===== src/rtl/sd_cmd_seq.sv =====
// SD-card command sequencer in front of the SPI byte engine: frames one command,
// polls for R1, optionally reads one data block and streams it to a sector buffer.
module sd_cmd_seq #(
    parameter int NCR_MAX   = 8,
    parameter int TOKEN_MAX = 4096,
    parameter int BLK_LEN   = 512
) (
    input  logic        clk,
    input  logic        reset_n,
    input  logic        spi_ce,
    input  logic        start,
    input  logic [5:0]  cmd_idx,
    input  logic [31:0] cmd_arg,
    input  logic [6:0]  cmd_crc,
    input  logic        rd_block,
    output logic        busy,
    output logic        done,
    output logic [7:0]  r1,
    output logic        err_tmo,
    output logic        err_tok,
    output logic        cs_n,
    output logic [7:0]  spi_di,
    output logic        spi_wr,
    input  logic [7:0]  spi_do,
    input  logic        spi_dsr,
    output logic [7:0]  dat_o,
    output logic [9:0]  dat_addr,
    output logic        dat_we
);

    typedef enum logic [3:0] {
        S_IDLE, S_PRE, S_CMD, S_NCR, S_TOKEN, S_DATA, S_CRC, S_DONE, S_FIN
    } state_t;

    localparam logic [15:0] NCR_LAST = 16'(NCR_MAX - 1);
    localparam logic [15:0] TOK_LAST = 16'(TOKEN_MAX - 1);
    localparam logic [15:0] BLK_LAST = 16'(BLK_LEN - 1);

    state_t      state, state_nxt;
    logic [15:0] cnt;
    logic        pend;
    logic        rd_l;
    logic [5:0]  idx_l;
    logic [31:0] arg_l;
    logic [6:0]  crc_l;

    logic        byte_ok, xfer_state, issue;
    logic [7:0]  tx_byte;
    logic        start_go, cnt_clr, cnt_inc, r1_we, tmo_set, tok_set, dat_cap;

    assign busy       = (state != S_IDLE);
    assign done       = (state == S_FIN);
    assign cs_n       = (state == S_IDLE) || (state == S_DONE) || (state == S_FIN);
    assign xfer_state = busy && (state != S_FIN);
    assign byte_ok    = pend && spi_dsr;
    assign issue      = xfer_state && !spi_wr && !pend;

    always_comb begin
        tx_byte = 8'hFF;
        if (state == S_CMD) begin
            case (cnt[2:0])
                3'd0:    tx_byte = {2'b01, idx_l};
                3'd1:    tx_byte = arg_l[31:24];
                3'd2:    tx_byte = arg_l[23:16];
                3'd3:    tx_byte = arg_l[15:8];
                3'd4:    tx_byte = arg_l[7:0];
                3'd5:    tx_byte = {crc_l, 1'b1};
                default: tx_byte = 8'hFF;
            endcase
        end
    end

    always_comb begin
        state_nxt = state;
        start_go  = 1'b0;
        cnt_clr   = 1'b0;
        cnt_inc   = 1'b0;
        r1_we     = 1'b0;
        tmo_set   = 1'b0;
        tok_set   = 1'b0;
        dat_cap   = 1'b0;
        case (state)
            S_IDLE: begin
                if (start) begin
                    start_go  = 1'b1;
                    state_nxt = S_PRE;
                end
            end
            S_PRE: begin
                if (byte_ok) begin
                    cnt_clr   = 1'b1;
                    state_nxt = S_CMD;
                end
            end
            S_CMD: begin
                if (byte_ok) begin
                    if (cnt[2:0] == 3'd5) begin
                        cnt_clr   = 1'b1;
                        state_nxt = S_NCR;
                    end else begin
                        cnt_inc = 1'b1;
                    end
                end
            end
            S_NCR: begin
                if (byte_ok) begin
                    if (!spi_do[7]) begin
                        r1_we     = 1'b1;
                        cnt_clr   = 1'b1;
                        state_nxt = (rd_l && spi_do == 8'h00) ? S_TOKEN : S_DONE;
                    end else if (cnt == NCR_LAST) begin
                        tmo_set   = 1'b1;
                        state_nxt = S_DONE;
                    end else begin
                        cnt_inc = 1'b1;
                    end
                end
            end
            S_TOKEN: begin
                if (byte_ok) begin
                    if (spi_do == 8'hFE) begin
                        cnt_clr   = 1'b1;
                        state_nxt = S_DATA;
                    end else if (spi_do[7:4] == 4'h0) begin
                        tok_set   = 1'b1;
                        state_nxt = S_DONE;
                    end else if (cnt == TOK_LAST) begin
                        tmo_set   = 1'b1;
                        state_nxt = S_DONE;
                    end else begin
                        cnt_inc = 1'b1;
                    end
                end
            end
            S_DATA: begin
                if (byte_ok) begin
                    dat_cap = 1'b1;
                    if (cnt == BLK_LAST) begin
                        cnt_clr   = 1'b1;
                        state_nxt = S_CRC;
                    end else begin
                        cnt_inc = 1'b1;
                    end
                end
            end
            S_CRC: begin
                if (byte_ok) begin
                    if (cnt[0]) begin
                        state_nxt = S_DONE;
                    end else begin
                        cnt_inc = 1'b1;
                    end
                end
            end
            S_DONE: begin
                if (byte_ok) begin
                    state_nxt = S_FIN;
                end
            end
            S_FIN: begin
                state_nxt = S_IDLE;
            end
            default: begin
                state_nxt = S_IDLE;
            end
        endcase
    end

    always_ff @(posedge clk or negedge reset_n) begin
        if (!reset_n) begin
            state <= S_IDLE;
        end else begin
            state <= state_nxt;
        end
    end

    always_ff @(posedge clk or negedge reset_n) begin
        if (!reset_n) begin
            cnt      <= '0;
            pend     <= 1'b0;
            rd_l     <= 1'b0;
            idx_l    <= '0;
            arg_l    <= '0;
            crc_l    <= '0;
            r1       <= 8'hFF;
            err_tmo  <= 1'b0;
            err_tok  <= 1'b0;
            spi_di   <= 8'hFF;
            spi_wr   <= 1'b0;
            dat_o    <= '0;
            dat_addr <= '0;
            dat_we   <= 1'b0;
        end else begin
            if (start_go) begin
                rd_l    <= rd_block;
                idx_l   <= cmd_idx;
                arg_l   <= cmd_arg;
                crc_l   <= cmd_crc;
                r1      <= 8'hFF;
                err_tmo <= 1'b0;
                err_tok <= 1'b0;
            end

            if (start_go || cnt_clr) begin
                cnt <= '0;
            end else if (cnt_inc) begin
                cnt <= cnt + 16'd1;
            end

            // spi_wr stays up until the engine sees it together with spi_ce
            if (issue) begin
                spi_wr <= 1'b1;
                spi_di <= tx_byte;
            end else if (spi_wr && spi_ce) begin
                spi_wr <= 1'b0;
                pend   <= 1'b1;
            end else if (byte_ok) begin
                pend <= 1'b0;
            end

            if (r1_we)   r1      <= spi_do;
            if (tmo_set) err_tmo <= 1'b1;
            if (tok_set) err_tok <= 1'b1;

            dat_we <= dat_cap;
            if (dat_cap) begin
                dat_o    <= spi_do;
                dat_addr <= cnt[9:0];
            end else if (tok_set) begin
                dat_o <= spi_do;
            end
        end
    end

endmodule


===== config.mk =====
export PLATFORM = sky130hd
export DESIGN_NAME = sd_cmd_seq
export DESIGN_NICKNAME = d
export VERILOG_FILES = /design/src/rtl/sd_cmd_seq.sv
export SDC_FILE = /design/constraint.sdc
export NUM_CORES = 1
export LEC_CHECK = 0
export ABC_AREA = 1
export CAP_MARGIN = 0
export CORE_MARGIN = 3
export CORE_UTILIZATION = 50
export CTS_CLUSTER_SIZE = 30
export DETAILED_ROUTE_END_ITERATION = 16
export PLACE_DENSITY = 0.77
export SYNTH_ARGS = -nofsm -noshare
export SYNTH_HDL_FRONTEND = slang
export SYNTH_SLANG_ARGS = --single-unit

===== constraint.sdc =====
create_clock -name clk -period 2.1 [get_ports clk]
set_input_delay 0.63 -clock clk [delete_from_list [all_inputs] [get_ports clk]]
set_output_delay 0.63 -clock clk [all_outputs]
set_load 0.05 [all_outputs]

==> metrics.cfg, run 1 <==
[run_status]
status = finished clean

[global_route]
grt_overflow_total = 0
grt_antenna_before_repair = 0
grt_max_degree = 45
grt_pass1_vias = 4610
track_usage_pct = 24.79
grt_pass1_wl_microns = 22770

[placed_design]
dp_hpwl_microns = 10490
numPortBuffers = 99
preCtsSetupSlack_ps = -169.4
gp_congestion = 0.9295
placedCellCount = 881

[layout]
final_nets = 831
multi_input_area_sq_um = 2177
final_cell_mix = nand2_1, dfrtp_1, inv_1
regArea_sq_um = 2651
post_route_cells_drive_above_1_share_pct = 21.89
area_growth_pct = 31.22
n_antenna_cell = 0
nFillCells = 818
layout_commonest_cell = nand2_1
stdcell_count = 905

[clocking]
clock_latency_ps = 380
clk_pin_slew_ps = 100
clock_sinks = 105
cts_inserted_buffers = 9
cts_tree = built
htreeDepth = 3
hold_buffers = 0
root_buffer = clkbuf_8
cts.path.max_buffers = 2

[synthesis]
synth-seq-area-share_pct = 50.78
synth_area_leaders = dfrtp_1, nand2_1, dfstp_2
syn_inst = 634
synthesis.nets = 698
synth_edf_count = 0
yosysTopAreaCellShare_pct = 42.72
synthArstFlopShare_pct = 100.0
syn_area_sq_um = 5214
avgSynthCellArea_sq_um = 8.224
yosys_register_bits = 105
ys_types = 39
synthFlopType = dfrtp_1
synth_area_leader_cell = dfrtp_1
ys.warnings.count = 0

[drt]
ant_nets = 0
drt_wl_total_microns = 13940
firstDrtPassIters = 5
drtIter0Drc = 358
drc = 0
detail_route.vias_per_cell = 5.218
wl_per_cell_microns = 15.41
vias = 4722

[sta]
hold_ws_ps = 165.5
skew_ps = 13.18
relSlewSlack_pct = 73.07
period_needed_ps = 2036
finalSetupTns_ps = 0
setup_viol = 0
drv_slew = 0
clock.fmax_mhz = 491.0
worst_pin_slew_ps = 404.0
min_period_over_period_pct = 96.97
fin_ws_ps = 63.54
report.final.hold_viol_count = 0

[critical_path]
worstSetupPathType = register to register
cp_max_fo = 7
cp-start-kind = register
arrival_ps = 2350
worstPathRequired_ps = 2420
end_kind = register
r2r_slack_ps = 60

[floorplan]
dieArea_sq_um = 11690
ios = 100
start_util_pct = 52.38
rows = 36
core_area_sq_um = 9955
die_w_microns = 108.1
die_y_microns = 108.1

[pwr]
ir_worst_vdd_mv = 0.9512
leakagePower_uw = 0.003443
powerDensity_nw_per_um2 = 1233

[flow_run]
max_cap_viol_count = 0

[min_path]
hold_class = primary input to async pin

-- worst max-delay path, stage by stage, from the launching register on --
cell and delay (ps):
dfrtp_1 420, buf_4 150, ha_2 180, nand2_2 70
inv_2 50, nand2_4 80, nor2_8 60, nand2_2 70
nand2_4 60, nand2_2 70, nand2_2 60, a21oi_4 320
clkbuf_16 220, nand3_1 80, nand2_1 80
-- worst paths after layout --
kind                                 startpoint                     to  cells after the start
setup reg to reg             cnt[1]$_DFFE_PN0P_     cnt[2]$_DFFE_PN0P_                     14
hold reg to reg            idx_l[1]$_DFFE_PN0P_   idx_l[1]$_DFFE_PN0P_                      2
hold / removal                          reset_n  arg_l[24]$_DFFE_PN0P_                      1
min in group clk           idx_l[1]$_DFFE_PN0P_   idx_l[1]$_DFFE_PN0P_                      2
setup / recovery             cnt[1]$_DFFE_PN0P_     cnt[2]$_DFFE_PN0P_                     14
max in group asynchronous               reset_n      r1[7]$_DFFE_PN1P_                      2
-- power breakdown --
group,internal [uW],leakage [uW],switching [uW]
registers,2770,0.00131,376
clock network,557,0.0000971,724
logic,1400,0.00203,2610
total,4720,0.00344,3710
-- state kept, by name, indices dropped and copies added (netlist names), 4 cells and up --
signal    cells
arg_l        32
cnt          16
crc_l         7
dat_addr     10
dat_o         8
idx_l         6
r1            8
spi_di        8
state         4
-- area by class of cell --
class                   count  share of cell area, %
multi-input cells         424                  31.82
clock inverters             6                 0.9510
clock buffers              10                  1.865
repair buffers            142                  19.51
flip-flops and latches    105                  38.75
inverters                  85                  4.663
well taps                 133                  2.432
-- synth_stat cells (5+ instances only) --
cell type  count
a21oi_1        8
clkbuf_1      10
inv_2          5
nand2_2       10
xor2_1         8
nand4_1        5
nand3_1       48
a21oi_2        5
buf_6          5
o22ai_1        8
nand2_1      187
dfrtp_1       89
ha_1           5
nor2_1        44
dfstp_2       16
a221oi_1       6
o21ai_0       50
nor3_1         8
inv_1         80
-- per-stage QoR --
step / util (%) / power (uW) / cell area (sq um)
2_1_floorplan: - / 5629 / 5214
3_3_place_gp: 65.23 / 6790 / 6494
3_5_place_dp: 65.23 / 6919 / 6494
4_1_cts: 67.41 / 8218 / 6710
5_1_grt: 68.73 / 8959 / 6842
6_report: 68.73 / 8433 / 6842
-- what timing repair did --
action                                  CTS  global route
setup buffers                             1             4
gates resized for setup                   6            14
pin swaps                                 0             5
endpoints found under the setup margin    3            20
cloned                                    0             3
-- routing by layer --
metal  vias up  share of wire, %  global-route usage [%]
met4         0               1.0                   6.132
met3        15               5.7                   4.657
li1       2282                 -                       -
met2       157                49                   41.21
met1      2268                44                   33.79
met5         -                 0                       0
-- cell families after synthesis --
logic type | Yosys count | share of synthesized area, %
adders and majority gates | 5 | 1.200
muxes | 3 | 0.6479
and+or+nand+nor | 316 | 26.61
buffers and inverters | 105 | 8.471
xor gates and xnor gates | 10 | 1.680
AOI/OAI and AO/OA | 90 | 10.61
DFF | 105 | 50.78
No activity file was read; power rests on OpenSTA's default activity.
==> run 2, diff against run 1 <==
--- a/config.mk
+++ b/config.mk
@@ -8,10 +8,10 @@
 export ABC_AREA = 1
 export CAP_MARGIN = 0
 export CORE_MARGIN = 3
-export CORE_UTILIZATION = 50
+export CORE_UTILIZATION = 30
 export CTS_CLUSTER_SIZE = 30
 export DETAILED_ROUTE_END_ITERATION = 16
-export PLACE_DENSITY = 0.77
+export DONT_BUFFER_PORTS = 1
 export SYNTH_ARGS = -nofsm -noshare
 export SYNTH_HDL_FRONTEND = slang
 export SYNTH_SLANG_ARGS = --single-unit
==> run 2 against run 1 <==
Compared with the run above: sequential cell count is the same; largest cell class unchanged; worst hold slack worse by 190 ps; the run now ends with hold timing left; register-to-register slack better by 210 ps; worst setup slack improved by 32 ps; via count down 14%; core utilization decreased by 33 points.
==> metrics.cfg, run 2 (synthesized netlist as in run 1, its figures left out) <==
[placed_design]
dp_hpwl_microns = 9660  ; was 10490 microns
dpl-instance-area_sq_um = 5584  ; was 6494 sq um
numPortBuffers = 0  ; was 99
placedCellCount = 858  ; was 881
gp_congestion = 0.8471  ; was 0.9295

[critical_path]
cp_top_family = flip-flops  ; was simple AND/OR/NAND/NOR gates
cp.buffers_inverters = 1  ; was 3
r2r_slack_ps = 270  ; was 60 ps
worstSetupPathType = register to output port  ; was register to register
end_kind = output port  ; was register
arrival_ps = 1370  ; was 2350 ps
critPathSlowestCell = dfrtp_1  ; unchanged
cp-start-kind = register  ; unchanged
path_cells = nor2_2 > nand2_1 > buf_4  ; was buf_4 > ha_2 > nand2_2 > inv_2 > nand2_4 > nor2_8 > nand2_2 > nand2_4 > nand2_2 > nand2_2 > a21oi_4 > clkbuf_16 > nand3_1 > nand2_1
cp_max_fo = 4  ; was 7
slowest_delay_ps = 430  ; was 420 ps
worstPathRequired_ps = 1470  ; was 2420 ps

[layout]
largest_reg_flops = 32  ; unchanged
nFillCells = 1762  ; was 818
fin_area_sq_um = 5936  ; was 6842 sq um
regArea_sq_um = 2651  ; unchanged
reg_top3 = arg_l: 32 flops, cnt: 16 flops, dat_addr: 10 flops  ; unchanged
multi_input_area_sq_um = 2137  ; was 2177 sq um
area_growth_pct = 13.85  ; was 31.22%
largest_register = arg_l  ; unchanged
post_route_cells_drive_above_1_share_pct = 15.55  ; was 21.89%
stdcell_count = 876  ; was 905
layout_commonest_cell = nand2_1  ; unchanged
n_antenna_cell = 0  ; unchanged
final_cell_mix = nand2_1, dfrtp_1, inv_1  ; unchanged
final_nets = 715  ; was 831

[sta]
clock.fmax_mhz = 498.9  ; was 491.0 MHz
hold_ws_ps = -28.01  ; was 165.5 ps
skew_ps = 9.881  ; was 13.18 ps
setup_viol = 0  ; unchanged
min_period_over_period_pct = 95.44  ; was 96.97%
rsz0062_at_grt = false
period_needed_ps = 2004  ; was 2036 ps
report.final.hold_viol_count = 88  ; was 0
worst_pin_slew_ps = 507.8  ; was 404.0 ps
finalSetupTns_ps = 0  ; unchanged
relSlewSlack_pct = 66.14  ; was 73.07%
drv_slew = 0  ; unchanged

[drt]
firstDrtPassIters = 5  ; unchanged
vias = 4062  ; was 4722
wl_per_cell_microns = 15.05  ; was 15.41 microns
drc = 0  ; unchanged
drt_wl_total_microns = 13180  ; was 13940 microns
detail_route.vias_per_cell = 4.637  ; was 5.218
ant_nets = 0  ; unchanged
drtIter0Drc = 275  ; was 358

[clocking]
htreeDepth = 3  ; unchanged
root_buffer = clkbuf_16  ; was clkbuf_8
clock_latency_ps = 350  ; was 380 ps
cts.path.max_buffers = 2  ; unchanged
cts_tree = built  ; unchanged
clock_sinks = 105  ; unchanged
cts_inserted_buffers = 9  ; unchanged
clk_pin_slew_ps = 80  ; was 100 ps

[global_route]
track_usage_pct = 14.25  ; was 24.79%
grt_pass1_wl_microns = 20900  ; was 22770 microns
grt_antenna_before_repair = 0  ; unchanged
grt_overflow_total = 0  ; unchanged
grt_max_degree = 106  ; was 45
grt_pass1_vias = 3854  ; was 4610

[floorplan]
die_y_microns = 137.8  ; was 108.1 microns
start_util_pct = 31.00  ; was 52.38%
dieArea_sq_um = 19000  ; was 11690 sq um
ios = 100  ; unchanged
core_area_sq_um = 16820  ; was 9955 sq um
die_w_microns = 137.8  ; was 108.1 microns
rows = 47  ; was 36

[pwr]
ir_worst_vdd_mv = 0.5706  ; was 0.9512 mV
seqPwrFrac_pct = 47.1  ; was 37.3%
p_sw_share_pct = 43.51  ; was 44.00%
leakagePower_uw = 0.002943  ; was 0.003443 uW
pwr-share-clk_pct = 21.4  ; was 15.2%
powerDensity_nw_per_um2 = 1381  ; was 1233 nW/um^2
intPower_uw = 4631  ; was 4723 uW
combPwrFrac_pct = 31.5  ; was 47.6%
p_sw_uw = 3567  ; was 3710 uW

[run_status]
violations = hold timing
status = finished with violations  ; was finished clean

[flow_run]
max_cap_viol_count = 0  ; unchanged

[min_path]
hold_class = primary input to async pin  ; unchanged

[run 2: cell count changes in the layout (fill, tap and decap cells not counted), sizes merged]
cell,before,now
clkbuf,12,9
clkdlybuf4s50,57,0
buf,83,26
inv,87,88
[run 2: repair_timing]
action	CTS	global route
hold endpoints to repair	89	89
setup buffers	0	2
gates cloned	0	0
gates resized for setup	1	10
setup endpoints to repair	1	8
[run 2: final timing paths]
path                                       startpoint               endpoint  depth (start not counted)
worst max-delay path             state[2]$_DFFE_PN0P_                   busy                          3
worst min-delay path                          reset_n   idx_l[2]$_DFFE_PN0P_                          0
worst max register to register     cnt[0]$_DFFE_PN0P_    cnt[12]$_DFFE_PN0P_                         12
max in group asynchronous                     reset_n      r1[5]$_DFFE_PN1P_                          0
min in group clk                               spi_ce     spi_wr$_DFFE_PN0P_                          1
worst min register to register  arg_l[31]$_DFFE_PN0P_  arg_l[31]$_DFFE_PN0P_                          2
[run 2: metal layers]
| metal | share of wire (%) | GRT usage [%] |
|---|---|---|
| met5 | 0 | 0 |
| met1 | 45 | 19.44 |
| met3 | 7.8 | 4.529 |
| met2 | 46 | 21.45 |
| met4 | 0.91 | 4.720 |
[run 2: layout make-up]
cell class,count,share of cell area (%)
flip-flops and latches,105,44.67
well taps,220,4.637
clock inverters,7,1.412
repair buffers,26,4.110
clock buffers,9,3.794
inverters,85,5.375
multi-input cells,424,36.00
[run 2: worst reg2reg max path, stage by stage (launching register included)]
cell and delay (ps):
dfrtp_2 440, ha_1 190, nand2_1 70, inv_2 90
nand2_1 60, nor2_1 80, nand2_1 90, nand2_1 130
nand3_2 140, o21bai_4 180, buf_12 150, nand3_1 80
nand2_1 80
[run 2: per-stage QoR]
stage	setup WS, ps	utilization [%]	total power, uW	hold WS [ps]
detailed placement	220.3	33.20	6436	340.2
floorplan	106.3	-	5629	334.4
finish	95.66	35.29	8198	-28.01
CTS	35.49	35.05	8219	-41.14
global route	1.071	35.29	8758	-48.73
global placement	246.2	33.20	6397	339.7
[run 2: power groups by stage]
stage / Combinational, uW / Sequential (uW) / Clock (uW)
final: 2590 / 3860 / 1750
after detailed placement: 2560 / 3880 / 0
after global placement: 2520 / 3880 / 0
after CTS: 2570 / 3850 / 1800
after global routing: 2930 / 3950 / 1880
after floorplan: 1880 / 3750 / 0
